==> src/rtl/aram_fifo_ctl_64x56.sv <==
// aram_fifo_ctl_64x56: 64 x 56-bit FIFO controller built around an external
// synchronous dual-port RAM (1-cycle read latency), plus a 2-entry output skid
// buffer so the consumer sees a registered head word.
//
// Ports:
//   clk, reset             single clock, synchronous active-high reset
//   wr_valid/wr_ready/     producer handshake and write word
//   wr_data
//   rd_valid/rd_ready/     consumer handshake and head-of-FIFO word
//   rd_data
//   ram_ena/ram_wea/       RAM write port
//   ram_addra/ram_dia
//   ram_enb/ram_addrb/     RAM read port; ram_dob returns the cycle after ram_enb
//   ram_dob
//   count                  total occupancy (RAM + in-flight read + output stage), 0..66
//   almost_full            count >= AFULL_THRESH
//
// Build option: define ARAM_FIFO_BYPASS_EN to let a push into a drained FIFO
// skip the RAM and load the output buffer directly (1-cycle latency instead of 3).
module aram_fifo_ctl_64x56 #(
  parameter int unsigned AFULL_THRESH = 48
) (
  input  logic        clk,
  input  logic        reset,
  input  logic        wr_valid,
  output logic        wr_ready,
  input  logic [55:0] wr_data,
  output logic        rd_valid,
  input  logic        rd_ready,
  output logic [55:0] rd_data,
  output logic        ram_ena,
  output logic        ram_wea,
  output logic [5:0]  ram_addra,
  output logic [55:0] ram_dia,
  output logic        ram_enb,
  output logic [5:0]  ram_addrb,
  input  logic [55:0] ram_dob,
  output logic [6:0]  count,
  output logic        almost_full
);

  logic [5:0]  wptr_q, rptr_q;
  logic [6:0]  ram_cnt_q, ram_cnt_d;
  logic        inflight_q;
  logic [1:0]  out_cnt_q, out_cnt_d;
  logic [55:0] buf0_q, buf0_d, buf1_q, buf1_d;

  logic        push, pop, read_issue, bypass, ram_wr, load;
  logic [1:0]  occ_after_pop;
  logic [55:0] load_data;

  // wr_ready depends only on registered RAM occupancy, never on rd_ready.
  assign wr_ready = ~reset & (ram_cnt_q < 7'd64);
  assign rd_valid = ~reset & (out_cnt_q != 2'd0);
  assign rd_data  = buf0_q;

  assign push = wr_valid & wr_ready;
  assign pop  = rd_valid & rd_ready;

  // Output-stage entries left after this cycle's pop (pop implies out_cnt_q > 0).
  assign occ_after_pop = out_cnt_q - {1'b0, pop};

  // Fetch only if the skid buffer can absorb the word when it returns next cycle.
  assign read_issue = ~reset & (ram_cnt_q != 7'd0) &
                      (({1'b0, occ_after_pop} + {2'b00, inflight_q}) < 3'd2);

`ifdef ARAM_FIFO_BYPASS_EN
  // Only safe when nothing older sits in the RAM or is returning from it.
  assign bypass = push & (ram_cnt_q == 7'd0) & ~inflight_q & (occ_after_pop < 2'd2);
`else
  assign bypass = 1'b0;
`endif

  assign ram_wr    = push & ~bypass;
  assign ram_ena   = ram_wr;
  assign ram_wea   = ram_wr;
  assign ram_addra = wptr_q;
  assign ram_dia   = wr_data;
  assign ram_enb   = read_issue;
  assign ram_addrb = rptr_q;

  // A returning read and a bypass load are mutually exclusive (bypass needs inflight = 0).
  assign load      = inflight_q | bypass;
  assign load_data = inflight_q ? ram_dob : wr_data;

  assign count = reset ? 7'd0 : (ram_cnt_q + {6'd0, inflight_q} + {5'd0, out_cnt_q});
  assign almost_full = ~reset & (32'(count) >= AFULL_THRESH);

  always_comb begin
    ram_cnt_d = ram_cnt_q + {6'd0, ram_wr} - {6'd0, read_issue};
    buf0_d    = buf0_q;
    buf1_d    = buf1_q;
    if (pop) begin
      buf0_d = buf1_q;
    end
    if (load) begin
      if (occ_after_pop == 2'd0) begin
        buf0_d = load_data;
      end else begin
        buf1_d = load_data;
      end
    end
    out_cnt_d = occ_after_pop + {1'b0, load};
  end

  always_ff @(posedge clk) begin
    if (reset) begin
      wptr_q     <= 6'd0;
      rptr_q     <= 6'd0;
      ram_cnt_q  <= 7'd0;
      inflight_q <= 1'b0;  // drops any read still returning from the RAM
      out_cnt_q  <= 2'd0;
    end else begin
      if (ram_wr) begin
        wptr_q <= wptr_q + 6'd1;
      end
      if (read_issue) begin
        rptr_q <= rptr_q + 6'd1;
      end
      ram_cnt_q  <= ram_cnt_d;
      inflight_q <= read_issue;
      out_cnt_q  <= out_cnt_d;
    end
  end

  // Data registers need no reset; out_cnt_q qualifies them.
  always_ff @(posedge clk) begin
    buf0_q <= buf0_d;
    buf1_q <= buf1_d;
  end

endmodule

==> config.mk <==
export PLATFORM = sky130hd
export DESIGN_NAME = aram_fifo_ctl_64x56
export DESIGN_NICKNAME = d
export VERILOG_FILES = /design/src/rtl/aram_fifo_ctl_64x56.sv
export SDC_FILE = /design/constraint.sdc
export NUM_CORES = 1
export LEC_CHECK = 0
export BUFFER_PORTS_ARGS = -buffer_cell sky130_fd_sc_hd__clkbuf_2
export CELL_PAD_IN_SITES_DETAIL_PLACEMENT = 1
export CELL_PAD_IN_SITES_GLOBAL_PLACEMENT = 1
export CORE_UTILIZATION = 25
export DETAILED_ROUTE_END_ITERATION = 6
export GPL_TIMING_DRIVEN = 0
export PLACE_DENSITY_LB_ADDON = 0.1
export SLEW_MARGIN = 20
export SYNTH_ARGS = -nofsm -noshare
export SYNTH_HDL_FRONTEND = slang
export SYNTH_SLANG_ARGS = --single-unit
==> constraint.sdc <==
create_clock -name clk -period 6.85 [get_ports clk]
set_clock_uncertainty 0.2 [all_clocks]
set_input_delay 0.3425 -clock clk [delete_from_list [all_inputs] [get_ports clk]]
set_output_delay 0.3425 -clock clk [all_outputs]
set_load 0.02 [all_outputs]
Yosys cells after proc, flatten, opt, wreduce, memory -nomap -nowiden

Cells that the tools add are included.

Bits in registers: 134
Bits of input ports: 116
Output and inout bits: 137
Word-level logic and storage cells: 36

$add $sub $neg: 9
Magnitude comparators: 3
Muxes and demuxes: 4
Bitwise gates (word level): 9
Reductions and logical operators: 4

Operators with widths:

| kind                | count |
|---|---|
| $mux 56             | 3 |
| $add 7x1->7         | 2 |
| $add 6x1->6 const B | 2 |
| $add 7x2->7         | 1 |
| $and 1x1->1         | 7 |
| $ge 7x6->1 const B  | 1 |
| $lt 7x7->1 const B  | 1 |
| $mux 7              | 1 |
| $reduce_bool 7->1   | 1 |
| $sub 7x1->7         | 1 |
| $add 2x1->3         | 1 |
| $lt 3x2->1 const B  | 1 |
| $add 2x1->2         | 1 |
| $logic_not 2->1     | 1 |
| $not 1->1           | 2 |
| $reduce_and 2->1    | 1 |
| $reduce_bool 2->1   | 1 |
| $sub 2x1->2         | 1 |

Depth between registers and ports, before layout

Gate-level depths: netlist of run 1.

Depth after elaboration: 8
Gate-level depth with buffers: 22
Gate-level depth less buffers: 19

Worst setup path before layout of run 1

No wires, ideal clock.

Path kind: input-to-reg
Start point: in reset
End point: reg buf1_q[0] (enable)
Library setup time: 555 ps
Data arrival time: 5612 ps
Required time: 6095 ps
Slack: 483 ps
Cell stages on the path: 9
Buffers on the path: 3
Path through: buf_2 o21ba_2 nand2_2 buf_6 buf_6 inv_1 ha_1 xnor2_1 a21boi_0

Longest elaborated chain between the ends: 7

RTL lines:

| element                           | line | RTL |
|---|---|---|
| start, declared                   | 24   | `input logic reset,` |
| $not 1->1                         | 54   | `assign rd_valid = ~reset & (out_cnt_q != 2'd0);` |
| $and 1x1->1                       | 54   |  |
| via rd_valid                      | 28   | `output logic rd_valid,` |
| $and 1x1->1                       | 58   | `assign pop = rd_valid & rd_ready;` |
| $sub 2x1->2                       | 61   | `assign occ_after_pop = out_cnt_q - {1'b0, pop};` |
| $logic_not 2->1                   | 97   | `if (occ_after_pop == 2'd0) begin` |
| $not 1->1 (no source line)        | --   |  |
| $reduce_and 2->1 (no source line) | --   |  |
| end signal, assigned              | 129  | `buf1_q <= buf1_d;` |
| end, declared                     | 46   | `logic [55:0] buf0_q, buf0_d, buf1_q, buf1_d;` |

The timed path passes the listed nets, and every way through them passes these cells.
A chain may end at the register's enable or synchronous reset.

Final worst setup path of run 1

Start point: reg out_cnt_q[1]
End point: reg ram_cnt_q[6]

Longest elaborated chain between the ends: 8

RTL lines:

| element                | line | RTL |
|---|---|---|
| start, declared        | 45   | `logic [1:0] out_cnt_q, out_cnt_d;` |
| start signal, assigned | 122  | `out_cnt_q <= out_cnt_d;` |
| $reduce_bool 2->1      | 54   |  |
| $and 1x1->1            | 54   |  |
| $and 1x1->1            | 58   |  |
| $sub 2x1->2 *          | 61   |  |
| $add 2x1->3 *          | 65   | `(({1'b0, occ_after_pop} + {2'b00, inflight_q}) < 3'd2);` |
| $lt 3x2->1 *           | 65   |  |
| $and 1x1->1 *          | 64   | `assign read_issue = ~reset & (ram_cnt_q != 7'd0) &` |
| $sub 7x1->7 *          | 90   | `ram_cnt_d = ram_cnt_q + {6'd0, ram_wr} - {6'd0, read_issue};` |
| end signal, assigned   | 120  | `ram_cnt_q <= ram_cnt_d;` |
| end, declared          | 43   | `logic [6:0] ram_cnt_q, ram_cnt_d;` |

Every way passes the cells marked *; elsewhere a longest branch is shown, timed or not.

==> results_dict.tcl, run 1 <==
set metrics [dict create \
    firstDrtPassIters 4 \
    cts_tree "done" \
    grt_pass1_vias 4815 \
    yosysSeqAreaShare_pct 55.3 \
    grt_usage_pct 13.6 \
    antenna_found_initial 0 \
    syn2layout_area_growth_pct 45.1 \
    syn_avg_cell_area_um2 11.3 \
    seqPwrFrac_pct 33.9 \
    multi_input_area_mm2 0.00200 \
    slowest_delay_ns 0.37 \
    vias 4656 \
    drv_cap 0 \
    avgRoutedWirePerCell_um 14.5 \
    p_per_area_mw_per_mm2 463 \
    syn_area_mm2 0.00586 \
    start_kind "flip-flop" \
    p_int_uw 2390 \
    cp_slowest_cell "fa_1" \
    ant_nets 0 \
    design.core.area_mm2 0.0228 \
    max-slew-margin-rel_pct 52.5 \
    cts_max_level 4 \
    p_comb_share_pct 41.7 \
    regArea_mm2 0.00324 \
    port_buffers 195 \
    fmax_mhz 226 \
    holdWs_ns 0.182 \
    synth-edff-count 56 \
    drc_errors 0 \
    gp_congestion 0.733 \
    slew_viol_final 0 \
    crit_fanout 10 \
    tightestPinTransition_ns 0.710 \
    routed_wl_um 16200 \
    hold_class "in -> reg" \
    min_period_ns 4.42 \
    synthCells 517 \
    cts_resized 0 \
    dp.cells 1028 \
    clock_latency_ns 0.41 \
    grt-ovfl-total 0 \
    place_hpwl_um 11900 \
    viasPerCell 4.17 \
    synthTopCellsByArea "edfxtp_1 29%, dfxtp_1 27%, mux2i_1 9.7%, buf_4 7.4%, nor2_1 5.0%" \
    switching_share_pct 39.4 \
    ir_worst_vdd_mv 0.163 \
    antenna_cells 0 \
    async_flop_share_pct 0 \
    final_cell_area_mm2 0.00851 \
    finalPower_uw 3940 \
    grt_setup_unrepaired "no" \
    p_sw_uw 1550 \
    numCtsBuffers 17 \
    setup_viol 0 \
    crit_arrival_ns 4.51 \
    synthTopCellsByCount "78 x dfxtp_1, 78 x nor2_1, 58 x a21oi_1, 58 x buf_4, 57 x mux2i_1" \
    crit_required_ns 6.95 \
    crit_path_end_kind "flip-flop" \
    synth_top_area_share_pct 28.7 \
    design.die.area_mm2 0.0241 \
    clk_pin_slew_ns 0.07 \
    placed_cell_area_mm2 0.00732 \
    crit_chain "o21ba_2 -> nand2_2 -> buf_6 -> buf_6 -> inv_1 -> ha_1 -> inv_1 -> ha_1 -> inv_1 -> ha_1 -> o21ai_4 -> nor2_1 -> ha_1 -> inv_1 -> ha_1 -> inv_1 -> fa_1 -> nor2b_1 -> o311a_1 -> o21ai_0 -> nand4b_1" \
    rows 55 \
    cts_sinks 134 \
    synth_ff_type "dfxtp_1" \
    n_fill_cell 2627 \
    synth_warnings 0 \
    clockRootBuffer "clkbuf_16" \
    drive_above_1_share_pct 38.4 \
    die_w_um 155 \
    cts_buffer_depth 2 \
    yosys.area.top_type "edfxtp_1" \
    pwr-share-clk_pct 24.4 \
    grt_pass1_wl_um 25200 \
    initial_core_util_pct 25.7 \
    crit_type "reg -> reg" \
    layout_worst_path_cycle_share_pct 64.5 \
    final_cell_count_no_fill 1116 \
    p_leak_uw 0.00409 \
    die_h_um 155 \
    synth_cell_types 45 \
    dr.first_iter.drc_count 113 \
    ys_ff_latch 134 \
    nNetsFinal 927 \
    hold_violations 0 \
    outcome "finished, final reports clean" \
    syn_nets 654 \
    ios 253 \
    grt_max_degree 19 \
]
registers in the layout, indices dropped and copies added, names as in the netlist:
register and count:
ram_addrb 6, rd_data 56, out_cnt_q 2, buf1_q 56, ram_addra 6, inflight_q 1
ram_cnt_q 7
worst max-delay path, delay by kind of cell, from the launching register on:
kind            cells  cell delay (ns)
compound gates      4             0.73
fa+ha+maj           6             1.58
buf+inv             7             0.70
flops               1             0.36
simple gates        4             0.73
repair_timing:
action,in CTS,in global routing
endpoints found under the hold margin,110,0
setup buffers,0,0
hold buffers,56,0
layout by cell type, fill, tap and decap left out, drive strengths merged, types with 11 or more instances in the layout:
cell type | synthesis | layout
ha | 18 | 18
dlygate4sd3 | 0 | 56
nor2 | 78 | 78
inv | 16 | 22
dfxtp | 78 | 78
edfxtp | 56 | 56
xor2 | 11 | 11
buf | 70 | 73
a21oi | 58 | 58
clkbuf | 9 | 223
mux2i | 57 | 57
final cells by class:
| class | instances | area share, % |
|---|---|---|
| inverter | 16 | 0.706 |
| buffer | 79 | 6.71 |
| tap | 313 | 4.60 |
| clock buffer | 19 | 5.46 |
| clock inverter | 13 | 1.84 |
| timing repair buffer | 254 | 19.0 |
| multi-input combinational | 288 | 23.5 |
| sequential | 134 | 38.1 |
final timing paths:
kind / cells past startpoint / end / slack, ns / from
setup reg to reg: 21 / ram_cnt_q[6] / 2.43 / out_cnt_q[1]
hold reg to reg: 2 / ram_addrb[5] / 0.30 / ram_addrb[5]
hold / removal: 3 / ram_cnt_q[0] / 0.18 / reset
setup / recovery: 21 / ram_cnt_q[6] / 2.43 / out_cnt_q[1]
through the flow:
step / setup TNS, ns / util (%) / setup slack [ns]
after floorplan: 0 / - / 0.483
after global placement: -169.13 / 31.6 / -3.02
after detailed placement: 0 / 32.1 / 2.19
after CTS: 0 / 37.2 / 2.33
after global routing: 0 / 37.2 / 2.02
final: 0 / 37.2 / 2.43
cells by family (layout without fill, tap and decap cells):
logic type / after synthesis / after routing / share of synthesized area, %
muxes: 57 / 57 / 9.73
AOI/OAI and AO/OA: 77 / 77 / 7.45
adders and majority gates: 21 / 21 / 4.87
buffers and inverters: 95 / 381 / 10.8
DFF: 134 / 134 / 55.3
and+or+nand+nor: 116 / 116 / 9.35
xor gates and xnor gates: 17 / 17 / 2.54
power groups by stage:
stage	Combinational (uW)	Sequential (uW)	Clock [uW]
after CTS	1690	1340	990
after detailed placement	1660	1360	0
after global routing	1820	1370	1030
after floorplan	845	1560	0
final	1640	1340	960
after global placement	1540	1390	0
routing by layer:
layer / GRT usage, % / routed length (um) / vias up
li1: - / - / 2284
met3: 3.34 / 764 / 12
met1: 16.4 / 7210 / 2204
met2: 23.7 / 8100 / 156
met5: 0 / 0 / -
met4: 3.96 / 151 / 0
Note: power is estimated with default switching activity, not from simulation.
==> run 2, diff against run 1 <==
--- a/config.mk
+++ b/config.mk
@@ -5,6 +5,7 @@
 export SDC_FILE = /design/constraint.sdc
 export NUM_CORES = 1
 export LEC_CHECK = 0
+export ABC_AREA = 1
 export BUFFER_PORTS_ARGS = -buffer_cell sky130_fd_sc_hd__clkbuf_2
 export CELL_PAD_IN_SITES_DETAIL_PLACEMENT = 1
 export CELL_PAD_IN_SITES_GLOBAL_PLACEMENT = 1
==> constraint.sdc (replaced) <==
create_clock -name clk -period 3.7 [get_ports clk]
set_clock_uncertainty 0.2 [all_clocks]
set_input_delay 0.185 -clock clk [delete_from_list [all_inputs] [get_ports clk]]
set_output_delay 0.185 -clock clk [all_outputs]
set_load 0.02 [all_outputs]
==> results_dict.tcl, run 2 <==
set metrics [dict create \
    holdWs_ns 0.0563 \
    clock_latency_ns 0.42 \
    port_buffers 195 \
    grt_max_degree 41 \
    synthTopCellsByCount "273 x nand2_1, 94 x inv_1, 78 x dfxtp_1" \
    crit_required_ns 3.82 \
    drc_errors 0 \
    final_cell_count_no_fill 1363 \
    routed_wl_um 17900 \
    dr.first_iter.drc_count 129 \
    synth_ff_type "dfxtp_1" \
    numCtsBuffers 17 \
    fin_setup_tns_ns 0 \
    layout_worst_path_cycle_share_pct 92.7 \
    rr_worst_depth 22 \
    ios 253 \
    rows 57 \
    final_common_cell "nand2_1" \
    ant_nets 0 \
    nNetsFinal 1163 \
    crit_path_end_kind "flip-flop" \
    ys_ff_latch 134 \
    synthCells 750 \
    final_cell_area_mm2 0.00892 \
    ir_worst_vdd_mv 0.240 \
    path_common_cell "inv_1" \
    crit_family "adder cells" \
    synth_warnings 0 \
    placed_cell_area_mm2 0.00767 \
    synth_top_area_share_pct 26.9 \
    crit_type "reg -> reg" \
    initial_core_util_pct 25.6 \
    clockRootBuffer "clkbuf_16" \
    cts_sinks 134 \
    syn_avg_cell_area_um2 8.34 \
    max-slew-margin-rel_pct 58.7 \
    cts_buffer_depth 2 \
    cp.depth 22 \
    tightestPinTransition_ns 0.620 \
    hold_violations 0 \
    outcome "finished, final reports clean" \
    cp_slowest_cell "fa_1" \
    grt_pass1_vias 5621 \
    drv_cap 0 \
    async_flop_share_pct 0 \
    synth-edff-count 56 \
    antenna_cells 0 \
    final_cell_mix "273 x nand2_1, 196 x clkbuf_2, 93 x inv_1" \
    setup_viol 0 \
    viasPerCell 4.07 \
    dp.cells 1270 \
    hold_class "in -> reg" \
    cts_max_level 4 \
    die_h_um 160 \
    min_period_ns 3.43 \
    crit_arrival_ns 3.55 \
    syn_area_mm2 0.00626 \
    design.die.area_mm2 0.0257 \
    drive_above_1_share_pct 30.9 \
    p_leak_uw 0.00454 \
    slew_viol_final 0 \
    avgRoutedWirePerCell_um 13.2 \
    syn_nets 887 \
    synthMostInstantiatedCell "nand2_1" \
    vias 5541 \
    synth_cell_types 32 \
    grt_usage_pct 14.4 \
    grt_pass1_wl_um 28900 \
    crit_fanout 4 \
    grt-ovfl-total 0 \
    place_hpwl_um 12700 \
    antenna_found_initial 0 \
    synthTopCellsByArea "edfxtp_1 27%, dfxtp_1 25%, nand2_1 16%, buf_4 7.3%, inv_1 5.6%" \
    yosysSeqAreaShare_pct 51.8 \
    fmax_mhz 292 \
    p_per_area_mw_per_mm2 827 \
    die_w_um 160 \
    syn2layout_area_growth_pct 42.7 \
    slowest_delay_ns 0.42 \
    firstDrtPassIters 4 \
    crit_chain "inv_1 -> nand2_1 -> nand3_2 -> clkinv_4 -> ha_4 -> inv_1 -> ha_1 -> inv_1 -> ha_1 -> nand2_1 -> nor2_4 -> ha_1 -> inv_1 -> ha_1 -> inv_1 -> fa_1 -> inv_1 -> nand3_1 -> nand3_1 -> nand2_1 -> nand2_1 -> nor2_1" \
    cts_tree "done" \
    design.core.area_mm2 0.0245 \
    whs_path_depth 5 \
    gp_congestion 0.712 \
    cp_num_buf_inv 7 \
    clk_pin_slew_ns 0.07 \
    start_kind "flip-flop" \
    n_fill_cell 2977 \
    yosys.area.top_type "edfxtp_1" \
    finalPower_uw 7380 \
]
## run 2: cell types whose count changed in the layout (fill, tap and decap cells not counted), moves of 7 or more
cell / change
a21oi_1: -44
nand3_1: +7
xor2_1: -8
nor2_1: -47
mux2i_1: -57
o21ai_1: +50
nor2b_1: -7
inv_1: +77
nand2_1: +267
## run 2: cell type report
type	instances	area, um^2	area share (%)
Buffer	83	606	6.79
Clock buffer	18	439	4.92
Clock inverter	14	186	2.09
Inverter	97	374	4.19
Multi-Input combinational cell	435	2050	23.0
Sequential cell	134	3240	36.4
Tap cell	324	405	4.54
Timing Repair Buffer	258	1620	18.1
## run 2: worst min-delay path, stage by stage
cell     delay [ns]
buf_4          0.15
nor2_4         0.06
nand2_2        0.12
nand3_1        0.08
nand2_1        0.06
## run 2: per-layer routing
metal	global-route usage, %	vias to the layer above	share of wire [%]	wire length (um)
li1	-	2837	-	-
met1	17.8	2552	45	8010
met3	3.01	12	3.9	697
met4	4.50	0	1.1	192
met5	0	-	0	0
met2	24.9	140	50	9020
## run 2: repair_timing
item / 4_1_cts / 5_1_grt
endpoints found under the hold margin: 120 / 0
resized for setup: 3 / 3
pin swaps: 1 / 1
endpoints found under the setup margin: 3 / 2
cloned: 0 / 0
hold buffers: 59 / 0
setup buffers: 0 / 3
## run 2: final timing paths
path                startpoint           end  slack (ns)
hold reg to reg   ram_addra[1]  ram_addra[1]        0.31
setup / recovery  out_cnt_q[0]  ram_cnt_q[6]        0.27
hold / removal           reset  ram_addra[1]        0.06
setup reg to reg  out_cnt_q[0]  ram_cnt_q[6]        0.27
## run 2: cell families (layout without fill, tap and decap cells)
family / after synthesis / count (layout) / synth area share (%)
buf+inv: 181 / 470 / 15.6
flops: 134 / 134 / 51.8
xor+xnor: 5 / 5 / 0.820
compound gates: 79 / 79 / 6.44
simple gates: 330 / 330 / 20.7
fa+ha+maj: 21 / 21 / 4.56
## run 2: power by group
group / switching, uW / internal (uW) / total (uW)
combinational: 2030 / 1100 / 3130
sequential: 276 / 2160 / 2440
clock: 711 / 1100 / 1810
total: 3020 / 4360 / 7380
## run 2: stage by stage
step | worst slack (ns) | util (%)
4_1_cts | 0.0479 | 36.3
2_1_floorplan | 0.235 | -
3_3_place_gp | -0.402 | 31.2
6_report | 0.271 | 36.5
5_1_grt | -0.00578 | 36.5
3_5_place_dp | -0.277 | 31.3
==> run 3, diff against run 2 <==
--- a/config.mk
+++ b/config.mk
@@ -12,7 +12,7 @@
 export CORE_UTILIZATION = 25
 export DETAILED_ROUTE_END_ITERATION = 6
 export GPL_TIMING_DRIVEN = 0
-export PLACE_DENSITY_LB_ADDON = 0.1
+export PLACE_DENSITY_LB_ADDON = 0.3
 export SLEW_MARGIN = 20
 export SYNTH_ARGS = -nofsm -noshare
 export SYNTH_HDL_FRONTEND = slang
==> results_dict.tcl, run 3 (synthesis gave the netlist of run 2 again) <==
set metrics [dict create \
    clockRootBuffer "clkbuf_16" \
    hold_violations 0 \
    grt_setup_unrepaired "no" \
    crit_fanout 4 \
    nNetsFinal 1164 \
    grt-ovfl-total 0 \
    setup_viol 0 \
    cts_buffer_depth 2 \
    place_hpwl_um 12400 \
    cts_tree "done" \
    numCtsBuffers 17 \
    crit_type "reg -> reg" \
    antenna_found_initial 1 \
    crit_path_end_kind "flip-flop" \
    clock_latency_ns 0.42 \
    min_from "rd_ready" \
    hold_class "in -> reg" \
    final_cell_mix "273 x nand2_1, 196 x clkbuf_2, 93 x inv_1" \
    fmax_mhz 294 \
    grt_max_degree 32 \
    dr.first_iter.drc_count 147 \
    cts_sinks 134 \
    viasPerCell 4.02 \
    clk_pin_slew_ns 0.06 \
    die_h_um 160 \
    design.die.area_mm2 0.0257 \
    placed_cell_area_mm2 0.00766 \
    drc_errors 0 \
    slew_viol_final 0 \
    drv_cap 0 \
    firstDrtPassIters 4 \
    layout_worst_path_cycle_share_pct 92.0 \
    p_per_area_mw_per_mm2 817 \
    initial_core_util_pct 25.6 \
    max-slew-margin-rel_pct 61.4 \
    ant_nets 0 \
    port_buffers 195 \
    ios 253 \
    crit_required_ns 3.81 \
    design.core.area_mm2 0.0245 \
    die_w_um 160 \
    final_common_cell "nand2_1" \
    cts_max_level 4 \
    outcome "finished, final reports clean" \
    start_kind "flip-flop" \
    final_cell_area_mm2 0.00890 \
    syn2layout_area_growth_pct 42.2 \
    vias 5485 \
    gp_congestion 0.758 \
    grt_pass1_wl_um 28100 \
    rows 57 \
    p_leak_uw 0.00452 \
    avgRoutedWirePerCell_um 12.9 \
    cp-startpoint "out_cnt_q[0]" \
    crit_arrival_ns 3.52 \
    routed_wl_um 17600 \
    ir_worst_vdd_mv 0.271 \
    grt_pass1_vias 5446 \
    tightestPinTransition_ns 0.579 \
    fin_util_pct 36.4 \
    timing.rr.start "out_cnt_q[0]" \
    drive_above_1_share_pct 31.0 \
    min_period_ns 3.41 \
    grt_usage_pct 14.0 \
]
run 3: cell types whose count changed in the layout (fill, tap and decap cells not counted), sizes merged:
cell and change:
bufinv -2, clkinv -2, inv +3, buf +1
clkinvlp +1, diode +1
run 3: through the flow:
stage               power, uW  instances  TNS, ns  hold WS (ns)  worst slack [ns]
floorplan                4510        750        0        0.0839             0.235
global placement         5520       1269   -25.70         0.180            -0.455
detailed placement       5570       1270   -0.489         0.181            -0.276
CTS                      7380       1360        0         0.167            0.0141
global route             7860       1365        0         0.282           0.00593
finish                   7270       1365        0         0.251             0.294
run 3: layout make-up:
| type | instances | area (um^2) |
|---|---|---|
| fill | 3001 | 15600 |
| multi-input combinational | 435 | 2060 |
| timing repair buffer | 259 | 1620 |
| sequential | 134 | 3240 |
| inverter | 97 | 374 |
| clock inverter | 14 | 149 |
| clock buffer | 18 | 439 |
| tap | 324 | 405 |
| buffer | 83 | 606 |
| antenna | 1 | 2.50 |
run 3: routing by layer:
layer	wire [um]	vias to the layer above	GRT usage, %	part of all wire (%)
met5	0	-	0	0
met1	7770	2524	16.8	44
met3	659	10	3.30	3.8
met2	9000	119	24.7	51
li1	-	2832	-	-
met4	127	0	3.72	0.72
run 3: report_power, final:
part | total (uW) | leakage [uW] | switching (uW) | internal [uW]
clock | 1700 | 0.000285 | 728 | 973
combinational | 3130 | 0.00307 | 2030 | 1090
sequential | 2440 | 0.00117 | 277 | 2160
total | 7270 | 0.00452 | 3040 | 4230
run 3: path summary, 6_finish.rpt:
check	endpoint	slack, ns	cells past startpoint
worst max register to register	ram_cnt_q[6]	0.29	22
worst max-delay path	ram_cnt_q[6]	0.29	22
worst min-delay path	rd_data[53]	0.25	8
worst min register to register	ram_addra[1]	0.30	2
run 3: timing repair:
item	4_1_cts	5_1_grt
resized for setup	2	5
buffers inserted	0	4
pin swaps	1	1
endpoints found under the setup margin	3	3
endpoints found under the hold margin	120	0
hold buffers	59	0
run 3: worst max-delay path, cell delays in order, from the launching register on:
cell	delay (ns)
dfxtp_1	0.32
inv_1	0.15
nand2_1	0.12
nand3_4	0.12
clkinv_4	0.09
ha_4	0.28
inv_1	0.04
ha_1	0.16
inv_1	0.05
ha_1	0.12
nand2_1	0.11
nor2_4	0.13
ha_1	0.23
inv_1	0.05
ha_1	0.17
inv_1	0.08
fa_1	0.42
inv_1	0.10
nand3_1	0.07
nand3_1	0.12
nand2_1	0.07
nand2_1	0.06
nor2_1	0.04
